--- config.mk ---
export PLATFORM = sky130hd
export DESIGN_NAME = div_issue_queue
export DESIGN_NICKNAME = d
export VERILOG_FILES = /design/src/rtl/div_pkg.sv /design/src/rtl/div_sfifo.sv /design/src/rtl/div_issue_queue.sv
export SDC_FILE = /design/constraint.sdc
export NUM_CORES = 1
export LEC_CHECK = 0
export CORE_ASPECT_RATIO = 0.9
export CORE_UTILIZATION = 54
export DETAILED_ROUTE_END_ITERATION = 8
export PLACE_DENSITY = 0.79
export SYNTH_ARGS = -nofsm -noshare
export SYNTH_HDL_FRONTEND = slang
export SYNTH_SLANG_ARGS = --single-unit
--- constraint.sdc ---
create_clock -name clk -period 3.58 [get_ports clk]
set_input_delay 1.074 -clock clk [delete_from_list [all_inputs] [get_ports clk]]
set_output_delay 1.074 -clock clk [all_outputs]
set_load 0.01 [all_outputs]
--- src/rtl/div_pkg.sv ---
// Shared constants and packed request/result records for the divider issue queue.
// Build option: DIV_TAG_EN adds the tag field to both records; without it there is no tag storage.
// The records are sized by DIV_WL/DIV_TW, so the top's WL/TW parameters must keep these values.
package div_pkg;

  localparam int DIV_WL = 16;
  localparam int DIV_TW = 4;

`ifdef DIV_TAG_EN
  typedef struct packed {
    logic [2*DIV_WL-1:0] op1;
    logic [DIV_WL-1:0]   op2;
    logic                unsigned_;
    logic [DIV_TW-1:0]   tag;
  } div_req_t;

  typedef struct packed {
    logic [DIV_WL-1:0] quot;
    logic [DIV_WL-1:0] rem;
    logic [DIV_TW-1:0] tag;
  } div_rsp_t;
`else
  typedef struct packed {
    logic [2*DIV_WL-1:0] op1;
    logic [DIV_WL-1:0]   op2;
    logic                unsigned_;
  } div_req_t;

  typedef struct packed {
    logic [DIV_WL-1:0] quot;
    logic [DIV_WL-1:0] rem;
  } div_rsp_t;
`endif

endpackage

--- src/rtl/div_sfifo.sv ---
// Purpose: generic synchronous FIFO, WIDTH bits x DEPTH entries.
// Latency: data pushed on an edge is visible on dout after that edge; no fall-through.
// Backpressure: push ignored when full, pop ignored when empty; dout reads 0 while empty.
// Ports: clk, rst_n (async active-low), push/din, pop/dout, full, empty.
module div_sfifo #(
  parameter int WIDTH = 8,
  parameter int DEPTH = 4
) (
  input  logic             clk,
  input  logic             rst_n,
  input  logic             push,
  input  logic [WIDTH-1:0] din,
  input  logic             pop,
  output logic [WIDTH-1:0] dout,
  output logic             full,
  output logic             empty
);

  localparam int          AW       = (DEPTH > 1) ? $clog2(DEPTH) : 1;
  localparam logic [AW:0] FULL_CNT = (AW+1)'(DEPTH);

  logic [WIDTH-1:0] mem [DEPTH];
  logic [AW-1:0]    wr_ptr;
  logic [AW-1:0]    rd_ptr;
  logic [AW:0]      cnt;
  logic             do_push;
  logic             do_pop;

  assign full    = (cnt == FULL_CNT);
  assign empty   = (cnt == '0);
  assign do_push = push && !full;
  assign do_pop  = pop && !empty;
  // Gating keeps the output at a defined zero out of reset without resetting the array.
  assign dout    = empty ? '0 : mem[rd_ptr];

  function automatic logic [AW-1:0] ptr_inc(input logic [AW-1:0] p);
    return (p == AW'(DEPTH - 1)) ? '0 : p + AW'(1);
  endfunction

  always_ff @(posedge clk) begin
    if (do_push) begin
      mem[wr_ptr] <= din;
    end
  end

  always_ff @(posedge clk or negedge rst_n) begin
    if (!rst_n) begin
      wr_ptr <= '0;
      rd_ptr <= '0;
      cnt    <= '0;
    end else begin
      if (do_push) begin
        wr_ptr <= ptr_inc(wr_ptr);
      end
      if (do_pop) begin
        rd_ptr <= ptr_inc(rd_ptr);
      end
      case ({do_push, do_pop})
        2'b10:   cnt <= cnt + (AW+1)'(1);
        2'b01:   cnt <= cnt - (AW+1)'(1);
        default: cnt <= cnt;
      endcase
    end
  end

endmodule

--- src/rtl/div_issue_queue.sv ---
// Purpose: feeds one request per 16-iteration window to a free-running divider and queues its results.
// Latency: issue edge (div_iter==15) to capture edge is 17 edges; rsp_valid follows; 18..33 cycles request to result.
// Backpressure: req_ready drops when the request FIFO is full; issue waits on result credits, so results are never dropped.
// Ports: req_* valid/ready request in; div_* operands out / iteration+results in; rsp_* valid/ready result out.
// Build option: DIV_TAG_EN carries req_tag through to rsp_tag; otherwise rsp_tag is 0 and req_tag is ignored.
module div_issue_queue
  import div_pkg::*;
#(
  parameter int WL     = DIV_WL,
  parameter int QDEPTH = 4,
  parameter int RDEPTH = 2,
  parameter int TW     = DIV_TW
) (
  input  logic            clk,
  input  logic            rst_n,
  input  logic            req_valid,
  output logic            req_ready,
  input  logic [2*WL-1:0] req_op1,
  input  logic [WL-1:0]   req_op2,
  input  logic            req_unsigned,
  input  logic [TW-1:0]   req_tag,
  output logic [2*WL-1:0] div_op1,
  output logic [WL-1:0]   div_op2,
  output logic            div_unsigned,
  input  logic [3:0]      div_iter,
  input  logic [WL-1:0]   div_quot,
  input  logic [WL-1:0]   div_rem,
  output logic            rsp_valid,
  input  logic            rsp_ready,
  output logic [WL-1:0]   rsp_quot,
  output logic [WL-1:0]   rsp_rem,
  output logic [TW-1:0]   rsp_tag
);

  localparam int            CW         = $clog2(RDEPTH + 1);
  localparam logic [CW-1:0] CREDIT_MAX = CW'(RDEPTH);

  div_req_t      req_in;
  div_req_t      req_head;
  div_req_t      issue_src;
  div_req_t      issue_q;
  div_rsp_t      rsp_in;
  div_rsp_t      rsp_head;

  logic          req_full;
  logic          req_empty;
  logic          req_fire;
  logic          req_push;
  logic          req_pop;
  logic          rsp_full;
  logic          rsp_empty;
  logic          rsp_push;
  logic          rsp_pop;

  logic          iter_last;
  logic          iter_first;
  logic          have_work;
  logic          issue_fire;
  logic          bypass;
  logic          slot_live;
  logic          cap_live;
  logic [CW-1:0] credits;

`ifdef DIV_TAG_EN
  logic [DIV_TW-1:0] cap_tag;
`else
  logic unused_req_tag;
  assign unused_req_tag = ^req_tag;
`endif

  always_comb begin
    req_in           = '0;
    req_in.op1       = req_op1;
    req_in.op2       = req_op2;
    req_in.unsigned_ = req_unsigned;
`ifdef DIV_TAG_EN
    req_in.tag       = req_tag;
`endif
  end

  assign iter_last  = (div_iter == 4'd15);
  assign iter_first = (div_iter == 4'd0);

  assign req_ready  = !req_full;
  assign req_fire   = req_valid && req_ready;
  assign have_work  = !req_empty || req_fire;
  assign issue_fire = iter_last && have_work && (credits != '0);
  // A request arriving on the issue edge into an empty queue goes straight to the
  // issue registers; this is what gives the 18-cycle best case.
  assign bypass     = issue_fire && req_empty;
  assign req_push   = req_fire && !bypass;
  assign req_pop    = issue_fire && !req_empty;
  assign issue_src  = req_empty ? req_in : req_head;

  div_sfifo #(
    .WIDTH ($bits(div_req_t)),
    .DEPTH (QDEPTH)
  ) u_req_fifo (
    .clk   (clk),
    .rst_n (rst_n),
    .push  (req_push),
    .din   (req_in),
    .pop   (req_pop),
    .dout  (req_head),
    .full  (req_full),
    .empty (req_empty)
  );

  // Issue registers are only written on the div_iter==15 edge, so the divider
  // sees constant operands (including the signedness select) for a whole window.
  // cap_live/cap_tag take the outgoing window's state before it is replaced.
  always_ff @(posedge clk or negedge rst_n) begin
    if (!rst_n) begin
      issue_q           <= '0;
      issue_q.unsigned_ <= 1'b1;
      slot_live         <= 1'b0;
      cap_live          <= 1'b0;
`ifdef DIV_TAG_EN
      cap_tag           <= '0;
`endif
    end else if (iter_last) begin
      cap_live <= slot_live;
`ifdef DIV_TAG_EN
      cap_tag  <= issue_q.tag;
`endif
      if (issue_fire) begin
        issue_q   <= issue_src;
        slot_live <= 1'b1;
      end else begin
        issue_q           <= '0;
        issue_q.unsigned_ <= 1'b1;
        slot_live         <= 1'b0;
      end
    end
  end

  assign div_op1      = issue_q.op1;
  assign div_op2      = issue_q.op2;
  assign div_unsigned = issue_q.unsigned_;

  // The divider's result for the finished window is valid in the first cycle of
  // the next window.
  assign rsp_push = iter_first && cap_live;
  assign rsp_pop  = rsp_valid && rsp_ready;

  always_comb begin
    rsp_in      = '0;
    rsp_in.quot = div_quot;
    rsp_in.rem  = div_rem;
`ifdef DIV_TAG_EN
    rsp_in.tag  = cap_tag;
`endif
  end

  div_sfifo #(
    .WIDTH ($bits(div_rsp_t)),
    .DEPTH (RDEPTH)
  ) u_rsp_fifo (
    .clk   (clk),
    .rst_n (rst_n),
    .push  (rsp_push),
    .din   (rsp_in),
    .pop   (rsp_pop),
    .dout  (rsp_head),
    .full  (rsp_full),
    .empty (rsp_empty)
  );

  assign rsp_valid = !rsp_empty;
  assign rsp_quot  = rsp_head.quot;
  assign rsp_rem   = rsp_head.rem;
`ifdef DIV_TAG_EN
  assign rsp_tag   = rsp_head.tag;
`else
  assign rsp_tag   = '0;
`endif

  // One credit per result slot: taken at issue, returned when a result leaves.
  always_ff @(posedge clk or negedge rst_n) begin
    if (!rst_n) begin
      credits <= CREDIT_MAX;
    end else begin
      case ({issue_fire, rsp_pop})
        2'b10:   credits <= credits - CW'(1);
        2'b01:   credits <= credits + CW'(1);
        default: credits <= credits;
      endcase
    end
  end

  rsp_push_never_full: assert property (@(posedge clk) disable iff (!rst_n) rsp_push |-> !rsp_full);

endmodule

Word level (Yosys, flattened, before mapping)
Memories as Yosys holds them, arrays and structs flattened.
Index checks and enable logic that the tools add are counted.
Word-level totals
  memory bits (writable): 260
  word-level logic and storage cells: 75
  input bits: 93
  register bits after elaboration: 64
  memories: 2
Memories
  u_req_fifo.mem: depth 4, bits a word 49, rd ports 1, clocked after memory_dff 0, wr ports 1, line div_sfifo.sv:22  | logic [WIDTH-1:0] mem [DEPTH];
  u_rsp_fifo.mem: depth 2, bits a word 32, rd ports 1, clocked after memory_dff 0, wr ports 1, line div_sfifo.sv:22
Operators by class
  multiplexer cells: 15
  add/sub/neg operators: 10
  eq/ne operators: 11
  reductions and logical operators: 25
Operators with widths (number)
  two-way mux 49 bit: 2
  two-way mux 32 bit: 1
  equality test 2 bit, second input constant: 6
  logical AND 1 bit: 12
  adder 2 x 1 -> 2 bit, second input constant: 4
  one-hot mux 2 bit (2 select lines): 2
  nonzero test 2 bit: 4
  two-way mux 1 bit: 7
  equality test 2 x 1 -> 1 bit, second input constant: 3
  one-hot mux 3 bit (2 select lines): 1
  zero test 1 bit: 5
  equality test 4 bit, second input constant: 1
  zero test 4 bit: 1
  two-way mux 2 bit: 2
  subtractor 2 x 1 -> 2 bit, second input constant: 2
  adder 3 x 1 -> 3 bit, second input constant: 1
  equality test 3 bit, second input constant: 1
  zero test 3 bit: 1
  subtractor 3 x 1 -> 3 bit, second input constant: 1
  adder 1 bit, second input constant: 2
  zero test 2 bit: 1
  logical OR 1 bit: 1

Logic depth before layout (Yosys ltp)
Gate-level depths: netlist of the first run.
  depth in word-level cells: 12
  depth in mapped cells: 9
  depth with buffers taken out: 9

Modules after synthesis
From an unflattened synthesis of the first run, not the netlist that was laid out.
Second synthesis, totals
  cells, all modules: 748
  area, all modules: 13008.7 um^2
By module, submodules not included
  div_sfifo (u_req_fifo): sequential area each 6060.8 um^2, area each 7851.3 um^2, times used 1, cells each 350
  div_sfifo (u_rsp_fifo): sequential area each 2021.9 um^2, area each 2617.5 um^2, times used 1, cells each 153
  div_issue_queue: sequential area each 1328.8 um^2, area each 2539.9 um^2, times used 1, cells each 245

Worst setup path after synthesis of the first run
No wires, ideal clock.
  path type: input to register
  start point: input div_iter[1]
  end point: memory u_rsp_fifo.mem[0][0] (netlist name), enable pin
  library setup time: 0.421 ns
  data arrival time: 2.894 ns
  path slack: 0.265 ns
  required time: 3.159 ns
  cell stages on the path: 3
  path through: nor4_1 > nand3_1 > nor2_1
Between the ends
  longest elaborated chain between the ends: 5
RTL lines
  start, declared: line div_issue_queue.sv:25  | input logic [3:0] div_iter,
  zero test 4 bit: line div_issue_queue.sv:82  | assign iter_first = (div_iter == 4'd0);
  logical AND 1 bit: line div_issue_queue.sv:143  | assign rsp_push = iter_first && cap_live;
  logical AND 1 bit: line div_sfifo.sv:31  | assign do_push = push && !full;
  two-way mux 1 bit: line div_sfifo.sv:41  | if (do_push) begin
  two-way mux 1 bit (implied by the code): line div_sfifo.sv:42  | mem[wr_ptr] <= din;
  end, declared: line div_sfifo.sv:22
Every way passes these cells.

Worst setup path in the final report of the first run
  start point: register u_rsp_fifo.rd_ptr
  end point: output rsp_rem[8]
Between the ends
  longest elaborated chain between the ends: 2
RTL lines
  start, declared: line div_sfifo.sv:24  | logic [AW-1:0] rd_ptr;
  start signal, assigned: line div_sfifo.sv:56  | rd_ptr <= ptr_inc(rd_ptr);
  memory read (2 x 32 bit)
  two-way mux 32 bit: line div_sfifo.sv:34  | assign dout = empty ? '0 : mem[rd_ptr];
  end, declared: line div_issue_queue.sv:31  | output logic [WL-1:0] rsp_rem,
Every way passes these cells.

==> run_results.csv, run 1 <==
group,metric,value,unit
timing,worst_slack,0.299,ns
routing,wire_per_inst,23.0,um
synth,synth_area_leaders,"edfxtp_1 62%, dfrtp_1 12%, mux4_2 8.7%",
routing,via_per_inst,5.99,
clocking,clock_path_buffers,3,
clocking,clk_pin_slew,0.06,ns
outcome,run_status,"complete, no violations",
synth,avgSynthCellArea,18.0,um2
pwr,ir_worst_vdd,490,uV
clocking,htree_levels,2,
finish,post-route-util,69.8,%
synth,syn-instance-count,704,
synth,ys.flop_type,"edfxtp_1",
critical_path,reg2reg_depth,4,
die,die_w,163,um
routing,drt-total-wl,27.7,mm
critical_path,setup.worst_path.class,"flop to output pin",
global_routing,antenna_found_initial,2,
pwr,powerDensity,796,nW/um2
routing,first_pass_iters,5,
timing,min_period_over_period,91.7,%
clocking,numCtsBuffers,34,
routing,vias,7197,
critical_path,cp-end-kind,"output pin",
min_path,hold_path_end,"u_req_fifo.cnt[2]",
timing,slew_headroom,18.7,%
timing,setup-tns-final,0,ns
place,gp_congestion,0.774,
finish,regArea,9420,um2
finish,drive_gt1_share,16.2,%
global_routing,grt_start_max_net_pins,101,
die,ios,180,
finish,antenna_cells,0,
global_routing,grt_pass1_wl,42.7,mm
pwr,power,12.7,mW
clocking,cts_sinks,324,
timing,finalClockSkew,0.0145,ns
clocking,cts-root-buf,"clkbuf_16",
critical_path,worstPathArrival,2.21,ns
clocking,post_cts_buffers,0,
synth,ys_seq_area_share,74.3,%
clocking,ctsHoldBuffers,0,
timing,period_needed,3.28,ns
synth,synth_area,12700,um2
die,die-area,24100,um2
critical_path,crit_slowest_cell,"dfrtp_4",
finish,nNetsFinal,981,
place,port_buffers,171,
timing,hold_viol_final,0,
place,place_inst,1140,
global_routing,grt_usage,23.6,%
synth,yosysWarnings,0,
critical_path,crit_chain,"mux2i_1 > nor2_1 > clkdlybuf4s50_1",
finish,area_delta_synth_final,25.5,%
die,die_h,147,um
synth,synth_top_cell_by_area,"edfxtp_1",
die,core,22800,um2
synth,synth_seq_cells,324,
finish,layout_commonest_cell,"edfxtp_1",
run,maxCapViolCount,0,
critical_path,r2r-start,"credits[0]",
synth,synth_cell_types,34,
place,pre_cts_ws,0.161,ns
critical_path,startpoint_type,"flop",
synth,synth_edf_count,260,
critical_path,slowest_delay,0.79,ns
critical_path,timing.critical_path.fanout_max,33,
timing,finalSetupViolCount,0,
routing,drc,0,
clocking,clock_latency,0.50,ns
global_routing,grt_pass1_vias,7621,
timing,fmax,0.305,GHz
clocking,cts_tree,"done",
place,place.detailed.hpwl,15.7,mm
timing,grt_setup_unrepaired,"false",
global_routing,gr-total-overflow,0,
clocking,ctsResizeCount,1,
critical_path,r2r_end,"u_req_fifo.mem[0][21]",
critical_path,required,2.51,ns
min_path,min_path_type,"flop to flop",
timing,worst_pin_slew,1.22,ns
finish,n_fill_cell,1460,
min_path,hold_path.startpoint,"u_req_fifo.cnt[2]",
die,initial_core_util,55.7,%
routing,ant_nets,0,
pwr,p_leak,5.59,nW
finish,instances_no_fill,1202,
timing,slew_violations,0,
finish,final_cell_mix,"260 x edfxtp_1, 169 x clkdlybuf4s50_1, 59 x dfrtp_1",
min_path,hold-path-cell-count,1,
synth,async_reset_ff_share,19.8,%
finish,multiInputGateArea,3020,um2
synth,synth.top_cell.area_share,61.6,%
routing,dr.first_iter.drc_count,536,
die,row_count,52,
critical_path,regToRegSetupSlack,1.10,ns
## where the power goes
group          leakage [nW]  switching (mW)  internal (mW)
sequential             3.18           0.521           4.92
combinational          1.85            1.70           1.90
clock                 0.562            1.39           2.22
## per-stage QoR
| step | area, um2 | hold WS (ns) |
|---|---|---|
| 2_1_floorplan | 12700 | 0.464 |
| 3_3_place_gp | 14700 | 0.487 |
| 6_report | 15900 | 0.505 |
| 3_5_place_dp | 14700 | 0.494 |
| 4_1_cts | 15900 | 0.503 |
| 5_1_grt | 15900 | 0.526 |
## critical path, delay by kind of cell (launching register included)
family / cells / cell delay, ns
DFF: 1 / 0.79
buffers and inverters: 1 / 0.56
muxes: 1 / 0.18
and+or+nand+nor: 1 / 0.16
## worst max path at each step
stage / start / end / depth (start not counted)
3_5_place_dp: div_iter[2] / u_req_fifo.cnt[2] / 10
6_report: u_rsp_fifo.rd_ptr / rsp_rem[8] / 3
4_1_cts: u_rsp_fifo.rd_ptr / rsp_rem[8] / 3
3_3_place_gp: div_iter[2] / u_req_fifo.cnt[2] / 10
5_1_grt: u_rsp_fifo.rd_ptr / rsp_rem[1] / 3
2_1_floorplan: div_iter[1] / u_rsp_fifo.mem[0][0] / 3
## state kept, by name, summed over array words and instances (netlist names), 2 cells and up
| signal | count |
|---|---|
| credits | 2 |
| div_op1 | 32 |
| div_op2 | 16 |
| u_req_fifo.cnt | 3 |
| u_req_fifo.mem | 196 |
| u_req_fifo.rd_ptr | 2 |
| u_req_fifo.wr_ptr | 2 |
| u_rsp_fifo.cnt | 2 |
| u_rsp_fifo.mem | 64 |
## per-layer routing
metal	track usage, %	share of wire [%]	vias to the layer above	routed length, um
met1	30.4	40	3647	11000
li1	-	-	3157	-
met4	7.50	2.3	2	639
met5	0	0.047	-	13
met2	40.0	50	338	13700
met3	5.17	8.4	53	2330
## cell type report
| cell class | count | area share [%] |
|---|---|---|
| Sequential cell | 324 | 59.2 |
| Multi-Input combinational cell | 319 | 19.0 |
| Timing Repair Buffer | 192 | 11.9 |
| Clock buffer | 48 | 6.21 |
| Tap cell | 297 | 2.34 |
| Clock inverter | 14 | 1.13 |
| Inverter | 8 | 0.189 |
## cell families (layout without fill, tap and decap cells)
kind of cell | after synthesis | in the layout | synth area share [%]
flops | 324 | 324 | 74.3
other cells | 1 | 4 | 0.0296
buf+inv | 64 | 262 | 2.25
compound gates | 51 | 51 | 3.98
simple gates | 156 | 156 | 5.93
mux | 88 | 88 | 11.8
xor+xnor | 11 | 11 | 0.760
fa+ha+maj | 9 | 9 | 0.948
## synth_stat cells, types with 2 or more instances
cell and instances:
edfxtp_1 260, dfrtp_1 62, mux4_2 49, nand2_1 49, nor4_1 49, a221o_1 48, nor2_1 42, clkbuf_1 37
mux2i_1 34, buf_2 12, ha_1 8, inv_1 8, xor2_1 6, and2_1 5, mux2_2 5, xnor2_1 5
buf_4 4, nand2b_1 3, buf_6 2, dfstp_2 2
No activity file was read; power rests on OpenSTA's default activity.
==> inputs of run 2 (changes only) <==
--- a/config.mk
+++ b/config.mk
@@ -5,10 +5,12 @@
 export SDC_FILE = /design/constraint.sdc
 export NUM_CORES = 1
 export LEC_CHECK = 0
+export CELL_PAD_IN_SITES_DETAIL_PLACEMENT = 0
+export CELL_PAD_IN_SITES_GLOBAL_PLACEMENT = 1
 export CORE_ASPECT_RATIO = 0.9
-export CORE_UTILIZATION = 54
+export CORE_UTILIZATION = 46
 export DETAILED_ROUTE_END_ITERATION = 8
-export PLACE_DENSITY = 0.79
+export PLACE_DENSITY_LB_ADDON = 0.05
 export SYNTH_ARGS = -nofsm -noshare
 export SYNTH_HDL_FRONTEND = slang
 export SYNTH_SLANG_ARGS = --single-unit
==> run_results.csv, run 2 (same netlist as run 1, synthesis figures left out) <==
group,metric,value,unit
clocking,cts_tree,"done",
pwr,switching_share,28.8,%
finish,nNetsFinal,990,
finish,instances_no_fill,1267,
global_routing,gr-total-overflow,0,
timing,slew_headroom,29.2,%
timing,min_period_over_period,90.7,%
pwr,p_comb_share,28.9,%
place,place_inst,1205,
routing,wire_per_inst,22.3,um
clocking,ctsHoldBuffers,0,
clocking,numCtsBuffers,35,
clocking,post_cts_buffers,0,
critical_path,required,2.51,ns
global_routing,grt_usage,20.6,%
critical_path,worstPathArrival,2.17,ns
timing,worst_pin_slew,1.06,ns
timing,setup-tns-final,0,ns
die,die_w,177,um
die,core,27000,um2
finish,final_area,16000,um2
clocking,cts-root-buf,"clkbuf_16",
place,dpl-instance-area,14900,um2
clocking,clock_path_buffers,3,
timing,hold_viol_final,0,
die,die-area,28200,um2
critical_path,startpoint_type,"flop",
clocking,ctsResizeCount,0,
finish,final_cell_mix,"260 x edfxtp_1, 169 x clkdlybuf4s50_1, 59 x dfrtp_1",
pwr,switchingPower,3.60,mW
die,ios,180,
min_path,min_path_type,"flop to flop",
critical_path,crit_slowest_cell,"dfrtp_2",
pwr,intPower,8.90,mW
timing,slew_violations,0,
routing,first_pass_iters,5,
finish,largest_reg_flops,196,
die,initial_core_util,46.9,%
outcome,run_status,"complete, no violations",
clocking,htree_levels,2,
die,die_h,159,um
global_routing,antenna_found_initial,0,
routing,drt-total-wl,28.3,mm
routing,dr.first_iter.drc_count,484,
global_routing,grt_pass1_wl,43.7,mm
clocking,clock_latency,0.51,ns
place,gp_congestion,0.705,
global_routing,grt_start_max_net_pins,68,
critical_path,cp-end-kind,"output pin",
die,row_count,57,
timing,fmax,0.308,GHz
critical_path,crit_chain,"buf_4 > mux2i_1 > nor2_1 > clkdlybuf4s50_1",
timing,finalSetupViolCount,0,
clocking,cts_sinks,324,
critical_path,crit_family,"buffers and inverters",
place,place.detailed.hpwl,16.3,mm
pwr,powerDensity,783,nW/um2
critical_path,crit_buf_inv,2,
routing,ant_nets,0,
global_routing,grt_pass1_vias,7395,
critical_path,setup.worst_path.class,"flop to output pin",
finish,regMostFlops,"u_req_fifo.mem",
pwr,seqPwrFrac,43.9,%
finish,antenna_cells,0,
critical_path,slowest_delay,0.65,ns
critical_path,timing.critical_path.fanout_max,14,
timing,finalClockSkew,0.0271,ns
timing,grt_setup_unrepaired,"false",
clocking,clk_pin_slew,0.06,ns
run,maxCapViolCount,0,
pwr,clockPowerShare,27.2,%
pwr,p_leak,5.60,nW
finish,layout_commonest_cell,"edfxtp_1",
routing,drc,0,
pwr,ir_worst_vdd,425,uV
routing,via_per_inst,5.60,
finish,drive_gt1_share,16.2,%
place,port_buffers,171,
routing,vias,7093,
timing,period_needed,3.25,ns
finish,area_delta_synth_final,26.0,%
-- run 2: cell types whose count changed in the layout (fill, tap and decap cells not counted), sizes merged --
| cell | before | now |
|---|---|---|
| clkbuf | 48 | 49 |
| clkinv | 6 | 9 |
| clkinvlp | 4 | 1 |
| buf | 23 | 31 |
| bufinv | 4 | 2 |
| inv | 8 | 9 |
-- run 2: routing by layer --
metal | routed length, um | track usage, % | up-vias
li1 | - | - | 3179
met1 | 12200 | 28.5 | 3635
met2 | 13700 | 33.3 | 238
met3 | 1850 | 4.18 | 41
met4 | 490 | 5.21 | 0
met5 | 0 | 0 | -
-- run 2: per-stage QoR --
stage               hold WS, ns  worst slack [ns]  total power [mW]  utilization [%]
floorplan                 0.464             0.265              7.46                -
global placement          0.488             0.256              9.14             55.1
detailed placement        0.497             0.156              9.24             55.1
CTS                       0.510             0.308              12.7             59.1
global route              0.518             0.159              13.1             59.1
finish                    0.512             0.334              12.5             59.1
-- run 2: power by group through the flow --
stage / logic (mW) / clock network [mW] / registers, mW
after global routing: 3.87 / 3.61 / 5.60
after global placement: 3.61 / 0 / 5.53
after CTS: 3.68 / 3.47 / 5.51
after floorplan: 2.11 / 0 / 5.35
after detailed placement: 3.67 / 0 / 5.57
final: 3.61 / 3.41 / 5.49
-- run 2: area by class of cell --
class                   count  area (um2)
flip-flops and latches    324        9420
repair buffers            200        1980
clock inverters            13         114
clock buffers              49         968
fillers                  2032       11100
well taps                 354         443
inverters                   8        30.0
multi-input cells         319        3020
-- run 2: final timing paths --
path	start	end	slack, ns	depth (start not counted)
max	u_rsp_fifo.rd_ptr	rsp_quot[4]	0.33	4
min	div_op2[12]	div_op2[12]	0.51	1
max reg2reg	u_req_fifo.rd_ptr[0]	div_op1[27]	1.24	3
min reg2reg	div_op2[12]	div_op2[12]	0.51	1
max in group asynchronous	rst_n	div_op2[10]	2.28	2
min in group asynchronous	rst_n	div_op2[3]	0.61	1
-- run 2: worst reg2reg max path, delay by kind of cell (launching register included) --
family	cells	cell delay [ns]
flops	1	1.12
mux	1	0.49
compound gates	1	0.33
buf+inv	1	0.28
==> inputs of run 3 (changes only) <==
--- a/config.mk
+++ b/config.mk
@@ -5,12 +5,14 @@
 export SDC_FILE = /design/constraint.sdc
 export NUM_CORES = 1
 export LEC_CHECK = 0
+export CAP_MARGIN = 10
 export CELL_PAD_IN_SITES_DETAIL_PLACEMENT = 0
 export CELL_PAD_IN_SITES_GLOBAL_PLACEMENT = 1
 export CORE_ASPECT_RATIO = 0.9
 export CORE_UTILIZATION = 46
 export DETAILED_ROUTE_END_ITERATION = 8
 export PLACE_DENSITY_LB_ADDON = 0.05
+export SETUP_SLACK_MARGIN = 0.4
 export SYNTH_ARGS = -nofsm -noshare
 export SYNTH_HDL_FRONTEND = slang
 export SYNTH_SLANG_ARGS = --single-unit
==> run_results.csv, run 3 (same netlist as run 1, synthesis figures left out) <==
group,metric,value,unit
clocking,clock_latency,0.51,ns
global_routing,grt_pass1_vias,7405,
critical_path,r2r-start,"u_req_fifo.rd_ptr[0]",
critical_path,regToRegSetupSlack,1.24,ns
critical_path,required,2.51,ns
pwr,powerDensity,783,nW/um2
critical_path,setup.worst_path.start,"u_rsp_fifo.rd_ptr",
critical_path,r2r_end,"div_op1[27]",
clocking,cts_sinks,324,
min_path,hold-path-cell-count,1,
global_routing,antenna_found_initial,0,
critical_path,worstSetupEndpoint,"rsp_quot[2]",
die,die_h,159,um
routing,vias,7107,
place,port_buffers,171,
clocking,clock_path_buffers,3,
clocking,cts-root-buf,"clkbuf_16",
timing,holdWs,0.508,ns
timing,finalClockSkew,0.0242,ns
critical_path,setup.worst_path.class,"flop to output pin",
min_path,min_path_type,"flop to flop",
finish,area_delta_synth_final,26.3,%
clocking,cts_tree,"done",
timing,hold_viol_final,0,
timing,worst_pin_slew,1.07,ns
clocking,numCtsBuffers,35,
critical_path,worstPathArrival,1.99,ns
routing,wire_per_inst,22.3,um
timing,period_needed,3.06,ns
die,row_count,57,
finish,largest_reg_flops,196,
critical_path,cp-end-kind,"output pin",
timing,finalSetupViolCount,0,
timing,setup-tns-final,0,ns
global_routing,grt_start_max_net_pins,68,
die,ios,180,
timing,min_period_over_period,85.6,%
outcome,run_status,"complete, no violations",
routing,dr.first_iter.drc_count,450,
critical_path,timing.critical_path.fanout_max,14,
pwr,power,12.5,mW
clocking,htree_levels,2,
timing,fmax,0.326,GHz
die,die_w,177,um
global_routing,grt_usage,20.6,%
die,die-area,28200,um2
die,core,27000,um2
finish,nNetsFinal,992,
routing,ant_nets,0,
run,maxCapViolCount,0,
global_routing,grt_pass1_wl,43.8,mm
pwr,ir_worst_vdd,425,uV
finish,drive_gt1_share,16.4,%
die,initial_core_util,46.9,%
routing,first_pass_iters,5,
finish,regMostFlops,"u_req_fifo.mem",
finish,antenna_cells,0,
routing,drc,0,
pwr,p_leak,5.62,nW
routing,via_per_inst,5.60,
min_path,hold_path.startpoint,"slot_live",
routing,drt-total-wl,28.3,mm
critical_path,reg2reg_depth,3,
timing,slew_violations,0,
clocking,clk_pin_slew,0.06,ns
finish,layout_commonest_cell,"edfxtp_1",
finish,final_cell_mix,"260 x edfxtp_1, 168 x clkdlybuf4s50_1, 59 x dfrtp_1",
timing,grt_setup_unrepaired,"false",
clocking,ctsHoldBuffers,0,
timing,slew_headroom,28.9,%
place,place.detailed.hpwl,16.3,mm
place,gp_congestion,0.705,
critical_path,startpoint_type,"flop",
global_routing,gr-total-overflow,0,
==> run 3: cell type report <==
type	count	area, um2
Fill cell	2027	11000
Timing Repair Buffer	202	2010
Inverter	8	30.0
Clock buffer	49	968
Multi-Input combinational cell	319	3020
Sequential cell	324	9420
Clock inverter	13	114
Tap cell	354	443
==> run 3: critical path, cell delays in order (launching register included) <==
cell             delay (ns)
dfrtp_4                0.52
buf_12                 0.17
mux2i_1                0.12
nor2_1                 0.12
clkdlybuf4s50_1        0.55
==> run 3: per-stage QoR <==
| step | utilization, % | worst slack (ns) | instance area [um2] | std cells |
|---|---|---|---|---|
| 2_1_floorplan | - | 0.265 | 12700 | 707 |
| 3_3_place_gp | 55.1 | 0.256 | 14900 | 1205 |
| 3_5_place_dp | 55.1 | 0.156 | 14900 | 1205 |
| 4_1_cts | 59.2 | 0.477 | 16000 | 1269 |
| 5_1_grt | 59.2 | 0.419 | 16000 | 1269 |
| 6_report | 59.2 | 0.515 | 16000 | 1269 |
==> run 3: timing repair <==
action | CTS | global route
buffers inserted | 2 | 0
resized for setup | 1 | 1
endpoints found under the setup margin | 21 | 1
hold endpoints to repair | 0 | 0
==> run 3: worst min path at each step <==
stage / end / slack (ns)
floorplan: u_rsp_fifo.cnt[1] / 0.46
global placement: u_req_fifo.cnt[2] / 0.49
detailed placement: slot_live / 0.50
CTS: slot_live / 0.51
global route: slot_live / 0.52
finish: slot_live / 0.51
==> run 3: where the power goes <==
| part | total [mW] | internal [mW] | switching, mW | leakage [nW] |
|---|---|---|---|---|
| logic | 3.67 | 1.98 | 1.69 | 1.92 |
| registers | 5.46 | 4.92 | 0.540 | 3.18 |
| clock network | 3.40 | 2.03 | 1.37 | 0.526 |
| total | 12.5 | 8.93 | 3.60 | 5.62 |
==> run 3: routing by layer <==
layer	vias up	GRT usage (%)	wire, um
met4	0	5.21	477
met3	40	4.18	1720
li1	3178	-	-
met1	3661	28.5	12400
met2	228	33.4	13700
met5	-	0	0
